===== config.mk =====
export PLATFORM = sky130hd
export DESIGN_NAME = prog_loader
export DESIGN_NICKNAME = d
export VERILOG_FILES = /design/src/rtl/prog_loader.sv
export SDC_FILE = /design/constraint.sdc
export NUM_CORES = 1
export LEC_CHECK = 0
export CAP_MARGIN = 20
export CORE_AREA = 8 8 74 76
export DETAILED_ROUTE_END_ITERATION = 12
export DIE_AREA = 0 0 82 84
export GPL_ROUTABILITY_DRIVEN = 0
export PLACE_DENSITY = 0.71
export SYNTH_ARGS = -nofsm -noshare
export SYNTH_HDL_FRONTEND = slang
export SYNTH_SLANG_ARGS = --single-unit

===== constraint.sdc =====
create_clock -name clk -period 3.5 [get_ports clk]
set_clock_uncertainty 0.15 [all_clocks]
set_input_delay 0.525 -clock clk [delete_from_list [all_inputs] [get_ports clk]]
set_output_delay 0.525 -clock clk [all_outputs]
set_load 0.005 [all_outputs]

===== src/rtl/prog_loader.sv =====
// prog_loader: loads a length/data/checksum byte frame into instruction RAM and holds the core in reset until it verifies.
// Latency: RAM write registered one cycle after each data-word acceptance; RUN entered the cycle after the checksum word.
// Backpressure: in_ready is a pure function of state; LOADER_TIMEOUT_EN adds an idle-cycle abort to ERROR.
module prog_loader #(
   parameter int INST_WIDTH     = 8,
   parameter int ADDR_WIDTH     = 5,
   parameter int TIMEOUT_CYCLES = 255
) (
   input  logic                  clk,
   input  logic                  rst,
   input  logic                  start,
   input  logic [INST_WIDTH-1:0] in_data,
   input  logic                  in_valid,
   output logic                  in_ready,
   output logic                  mem_we,
   output logic [ADDR_WIDTH-1:0] mem_addr,
   output logic [INST_WIDTH-1:0] mem_wdata,
   output logic                  cpu_rst,
   output logic                  busy,
   output logic                  done,
   output logic                  err
);
   localparam int DEPTH = 1 << ADDR_WIDTH;
   localparam int RW    = ADDR_WIDTH + 1;
   localparam int LW    = (INST_WIDTH > RW) ? INST_WIDTH : RW;

   typedef enum logic [2:0] {
      S_IDLE,
      S_LEN,
      S_DATA,
      S_CSUM,
      S_RUN,
      S_ERROR
   } state_t;

   state_t                state_q, state_d;
   logic [ADDR_WIDTH-1:0] addr_q, addr_d;
   logic [RW-1:0]         remaining_q, remaining_d;
   logic [INST_WIDTH-1:0] csum_q, csum_d;
   logic                  mem_we_q, mem_we_d;
   logic [ADDR_WIDTH-1:0] mem_addr_q, mem_addr_d;
   logic [INST_WIDTH-1:0] mem_wdata_q, mem_wdata_d;

   logic                  xfer;
   logic                  timeout_hit;
   logic [LW-1:0]         len_ext;

   assign xfer    = in_valid & in_ready;
   assign len_ext = LW'(in_data);

   // State register
   always_ff @(posedge clk or posedge rst) begin
      if (rst) begin
         state_q <= S_IDLE;
      end else begin
         state_q <= state_d;
      end
   end

   // Next-state logic; a transfer always wins over a timeout in the same cycle
   always_comb begin
      state_d = state_q;
      case (state_q)
         S_IDLE, S_RUN, S_ERROR: begin
            if (start) begin
               state_d = S_LEN;
            end
         end
         S_LEN: begin
            if (xfer) begin
               if (len_ext > LW'(DEPTH)) begin
                  state_d = S_ERROR;
               end else if (len_ext == '0) begin
                  state_d = S_CSUM;
               end else begin
                  state_d = S_DATA;
               end
            end else if (timeout_hit) begin
               state_d = S_ERROR;
            end
         end
         S_DATA: begin
            if (xfer) begin
               if (remaining_q == RW'(1)) begin
                  state_d = S_CSUM;
               end
            end else if (timeout_hit) begin
               state_d = S_ERROR;
            end
         end
         S_CSUM: begin
            if (xfer) begin
               state_d = (in_data == csum_q) ? S_RUN : S_ERROR;
            end else if (timeout_hit) begin
               state_d = S_ERROR;
            end
         end
         default: state_d = S_IDLE;
      endcase
   end

   // Moore outputs
   always_comb begin
      in_ready = 1'b0;
      busy     = 1'b0;
      done     = 1'b0;
      err      = 1'b0;
      cpu_rst  = 1'b1;
      case (state_q)
         S_LEN, S_DATA, S_CSUM: begin
            in_ready = 1'b1;
            busy     = 1'b1;
         end
         S_RUN: begin
            done    = 1'b1;
            cpu_rst = 1'b0;
         end
         S_ERROR: begin
            err = 1'b1;
         end
         default: ;
      endcase
   end

   // Datapath: running checksum, write pointer and the registered RAM write port
   always_comb begin
      addr_d      = addr_q;
      remaining_d = remaining_q;
      csum_d      = csum_q;
      mem_we_d    = 1'b0;
      mem_addr_d  = mem_addr_q;
      mem_wdata_d = mem_wdata_q;
      case (state_q)
         S_IDLE, S_RUN, S_ERROR: begin
            if (start) begin
               addr_d      = '0;
               remaining_d = '0;
               csum_d      = '0;
            end
         end
         S_LEN: begin
            if (xfer && (len_ext <= LW'(DEPTH))) begin
               remaining_d = RW'(in_data);
            end
         end
         S_DATA: begin
            if (xfer) begin
               mem_we_d    = 1'b1;
               mem_addr_d  = addr_q;
               mem_wdata_d = in_data;
               csum_d      = csum_q ^ in_data;
               addr_d      = addr_q + ADDR_WIDTH'(1);
               remaining_d = remaining_q - RW'(1);
            end
         end
         default: ;
      endcase
   end

   always_ff @(posedge clk or posedge rst) begin
      if (rst) begin
         addr_q      <= '0;
         remaining_q <= '0;
         csum_q      <= '0;
         mem_we_q    <= 1'b0;
         mem_addr_q  <= '0;
         mem_wdata_q <= '0;
      end else begin
         addr_q      <= addr_d;
         remaining_q <= remaining_d;
         csum_q      <= csum_d;
         mem_we_q    <= mem_we_d;
         mem_addr_q  <= mem_addr_d;
         mem_wdata_q <= mem_wdata_d;
      end
   end

   assign mem_we    = mem_we_q;
   assign mem_addr  = mem_addr_q;
   assign mem_wdata = mem_wdata_q;

`ifdef LOADER_TIMEOUT_EN
   localparam int TW = $clog2(TIMEOUT_CYCLES + 1);

   logic [TW-1:0] idle_cnt_q, idle_cnt_d;

   // Every state change out of LEN/DATA/CSUM rides on a transfer, so clearing on
   // transfer or outside the busy states also clears the count on state entry.
   always_comb begin
      idle_cnt_d = '0;
      if (busy && !xfer) begin
         idle_cnt_d = idle_cnt_q + TW'(1);
      end
   end

   always_ff @(posedge clk or posedge rst) begin
      if (rst) begin
         idle_cnt_q <= '0;
      end else begin
         idle_cnt_q <= idle_cnt_d;
      end
   end

   assign timeout_hit = busy && !xfer && (idle_cnt_q == TW'(TIMEOUT_CYCLES - 1));
`else
   logic unused_timeout_cfg;

   assign unused_timeout_cfg = (TIMEOUT_CYCLES != 0);
   assign timeout_hit        = 1'b0;
`endif

endmodule

* Yosys cells after proc, flatten, opt, wreduce, memory -nomap -nowiden
Index checks and enable logic that the tools add are counted.
** Word-level totals
- Bits in registers :: 36
- Input port bits :: 12
- Output and inout port bits :: 19
- Word-level logic and storage cells :: 62
** Cells by class
- $add $sub $neg :: 2
- Order comparisons :: 2
- Equality and inequality tests :: 13
- Muxes and demuxes :: 25
- Bitwise logic cells :: 2
- Reductions and logical operators :: 11
** Operator list (number)
- $mux W3 :: 6
- $mux W6 :: 3
- $pmux W6 S3 :: 1
- $mux W8 :: 2
- $pmux W8 S2 :: 1
- $ne A2 B2 Y1 const B :: 6
- $pmux W3 S4 :: 1
- $mux W5 :: 2
- $pmux W5 S2 :: 1
- $eq A8 B8 Y1 :: 1
- $gt A8 B6 Y1 const B :: 1
- $le A8 B6 Y1 const B :: 1
- $logic_not A8 Y1 :: 1
- $mux W1 :: 8
- $xor A8 B8 Y8 :: 1
- $eq A3 B2 Y1 const B :: 2
- $eq A3 B3 Y1 const B :: 2
- $eq A6 B1 Y1 const B :: 1
- $reduce_or A3 Y1 :: 2
- $sub A6 B1 Y6 const B :: 1
- $add A5 B1 Y5 const B :: 1
- $reduce_and A5 Y1 :: 1
- $reduce_and A4 Y1 :: 1
- $eq A3 B1 Y1 const B :: 1
- other kinds (7) :: 7

* Depth between registers and ports, before layout
- Depth after elaboration :: 7
- Gate-level depth with buffers :: 7
- Depth with buffers taken out :: 5

* Least setup slack after synthesis
Ideal clock, no wire load.
- Path type :: input -> register
- Start :: input in_data[5]
- End :: register remaining_q[5]
- Data arrival time :: 1.500 ns
- Data required time :: 3.227 ns
- Setup slack :: 1.727 ns
- Cell stages on the path :: 5
- Cell sequence :: or3_1 > a31o_1 > buf_2 > o21ai_1 > o21ai_1
** Between the ends
- Cells in the longest elaborated chain, start to end :: 4
- Elaborated cells on any way between the ends :: 6
** RTL lines
- start, declared :: line 12 : input logic [INST_WIDTH-1:0] in_data,
- $le A8 B6 Y1 :: line 142 : if (xfer && (len_ext <= LW'(DEPTH))) begin
- $logic_and A1 B1 Y1 :: line 142
- $ne A2 B2 Y1 (no source line)
- $reduce_and A4 Y1 (no source line)
- end signal, assigned :: line 170 : remaining_q <= remaining_d;
- end, declared :: line 38 : logic [RW-1:0] remaining_q, remaining_d;
Parallel ways exist; a longest one is shown, timed or not. The select of a mux whose other input is x is not followed.
A chain may end at the register's enable or synchronous reset.

* Worst setup path in the final report
- Start :: register state_q[1]
- End :: output err
** Between the ends
- Cells in the longest elaborated chain, start to end :: 2
** RTL lines
- start, declared :: line 36 : state_t state_q, state_d;
- start signal, assigned :: line 56 : state_q <= state_d;
- $eq A3 B3 Y1 :: line 109 : case (state_q)
- $mux W1 :: line 109
- end, declared :: line 21 : output logic err
Every way passes these cells.

==> impl_metrics.yaml <==
status:
  status: "finished clean"
power_and_ir_drop:
  total_power_mw: 1.54
  ir_drop_v: 0.000394
  total_leakage_power_nw: 1.05
  switching_share_pct: 36.0
  combPwrFrac_pct: 38.5
  power_frac_seq_pct: 41.2
  power_density_mw_per_mm2: 672
  p_int_mw: 0.985
  p_clk_share_pct: 20.2
  switchingPower_mw: 0.553
synth:
  synth_cell_types: 46
  syn-num-nets: 224
  synthCells: 209
  yosysWarnings: 0
  syn_area_mm2: 0.00189
  synth-edff-count: 0
  synth_seq_cells: 36
  seq_area_frac_synth_pct: 47.6
  syn_avg_cell_area_um2: 9.06
  synthArstFlopShare_pct: 100
  synthFlopType: "dfrtp_1"
clock_network:
  cts.root.buffer_cell: "clkbuf_8"
  clk_path_buf_depth: 2
  path_clk_slew_ns: 0.07
  cts_buffers: 5
  post_cts_buffers: 0
  ctsHoldBuffers: 0
  cts_sinks: 36
  clkLatencyLatePin_ns: 0.29
  cts_tree: "built"
  cts_resized: 0
  htreeDepth: 2
placed_design:
  numPortBuffers: 30
  post-place-ws_ns: 1.04
  dp_hpwl_mm: 2.89
  dp.cells: 282
  placed_area_mm2: 0.00220
critical_path:
  cp-end-kind: "primary output"
  crit_arrival_ns: 1.76
  worstSetupStartpointType: "register"
  cp_slowest_cell: "dfrtp_1"
  crit_fanout: 14
  crit_required_ns: 2.82
  path_class: "reg2out"
  path_cells: "and2b_1 -> and2_1 -> clkdlybuf4s50_1"
  slowest_delay_ns: 0.52
sta:
  rsz0062_at_grt: "no"
  finalMaxSlewViolations: 0
  setup_violations: 0
  max_freq_mhz: 410
  setup_tns_ns: 0
  min_period_over_period_pct: 69.7
  holdWs_ns: 0.329
  min_period_ns: 2.44
  relSlewSlack_pct: 57.5
  tightestPinTransition_ns: 0.637
  hold_viol_final: 0
  layout_setup_ws_ns: 1.06
floorplanning:
  dieArea_mm2: 0.00689
  initial_core_util_pct: 44.4
  rows: 24
  die_height_um: 84
  coreArea_mm2: 0.00426
  die_x_um: 82
  pin_count: 31
final_layout:
  syn_to_final_growth_pct: 21.0
  mostFrequentLayoutCells: "nand2_1 (38), dfrtp_1 (36), clkdlybuf4s50_1 (30), nor2_1 (18), o21ai_0 (16)"
  nets: 252
  final_cells: 290
  postLayoutCoreUtil_pct: 53.7
  drive_above_1_share_pct: 7.98
  layout_commonest_cell: "nand2_1"
  n_antenna_cell: 0
  final_area_mm2: 0.00229
worst_hold_path:
  hp-class: "reg2reg"
global_route:
  grt_start_max_net_pins: 37
  grt_overflow: 0
  first_global_vias: 1491
  grt_first_pass_wirelength_mm: 7.07
  antenna_found_initial: 0
  track_usage_pct: 12.9
detailed_routing:
  routed_via_density: 5.29
  drtIter0Drc: 122
  wirelength_mm: 4.20
  dr.pass1.iters: 4
  wire_per_inst_um: 14.5
  drc_errors: 0
  num_vias: 1533
  final_antenna_net_count: 0
flow_run:
  max-cap-violations: 0
==> cells by family (layout without fill, tap and decap cells) <==
logic type,count (synthesis),count (layout),share of synthesized area (%)
and+or+nand+nor,85,85,21.7
AOI/OAI and AO/OA,57,57,18.8
DFF,36,36,47.6
buffers and inverters,19,48,5.68
xor gates and xnor gates,7,7,3.24
adders and majority gates,3,3,1.98
muxes,2,2,1.06
==> worst max-delay path: cells and delay by family (launching register included) <==
| kind | cells | cell delay (ns) |
|---|---|---|
| buf+inv | 1 | 0.50 |
| flops | 1 | 0.52 |
| simple gates | 2 | 0.45 |
==> flip-flops by register name (all words and copies together) (netlist names) <==
signal / count
mem_wdata: 8
mem_we: 1
mem_addr: 5
remaining_q: 6
state_q: 3
csum_q: 8
addr_q: 5
==> synth_stat cells (2+ instances only) <==
| cell type | n | share of area (%) |
|---|---|---|
| a22o_1 | 5 | 2.3 |
| o22ai_1 | 2 | 0.66 |
| buf_6 | 2 | 1.2 |
| a32oi_1 | 3 | 1.4 |
| nand2b_1 | 6 | 2.0 |
| nor3_1 | 4 | 1.1 |
| or2_2 | 2 | 0.66 |
| clkbuf_1 | 3 | 0.59 |
| o21ai_0 | 16 | 4.2 |
| buf_2 | 4 | 1.1 |
| nand3b_1 | 2 | 0.79 |
| mux2i_1 | 2 | 1.1 |
| nor2_1 | 18 | 3.6 |
| nand3_1 | 3 | 0.79 |
| inv_1 | 7 | 1.4 |
| ha_1 | 3 | 2.0 |
| a21oi_1 | 6 | 1.6 |
| o21ai_1 | 14 | 3.7 |
| and2b_1 | 2 | 0.79 |
| nand2_1 | 38 | 7.5 |
| dfrtp_1 | 36 | 48 |
| nand2_2 | 2 | 0.66 |
| xnor2_1 | 6 | 2.8 |
==> layout make-up <==
type                    count  area [µm²]
repair buffers             32         315
flip-flops and latches     36         901
inverters                   8        31.3
multi-input cells         154         885
clock inverters             1        7.51
clock buffers               7        86.3
well taps                  52        65.1
fillers                   413        1970
==> worst paths after layout <==
check                             from      endpoint  slack (ns)  cells after the start
min reg2reg                mem_addr[3]   mem_addr[3]        0.33                      2
min                        mem_addr[3]   mem_addr[3]        0.33                      2
max in group asynchronous          rst  mem_wdata[1]        2.39                      3
min in group asynchronous          rst   mem_addr[4]        0.49                      3
max reg2reg                 state_q[1]     csum_q[6]        1.42                      5
max                         state_q[1]           err        1.06                      3
==> layer usage <==
layer / share of wire [%] / track usage, % / vias to the layer above
met5: 0 / 0 / -
met4: 1.7 / 5.75 / 0
met3: 4.2 / 2.80 / 5
met2: 47 / 19.8 / 36
met1: 47 / 16.7 / 716
li1: - / - / 776
==> power groups by stage <==
stage	clock [mW]	combinational, mW	sequential, mW
global placement	0	0.587	0.640
floorplan	0	0.397	0.597
finish	0.311	0.593	0.634
detailed placement	0	0.591	0.641
global route	0.331	0.659	0.652
CTS	0.318	0.597	0.635
(Power assumes the default switching activity.)
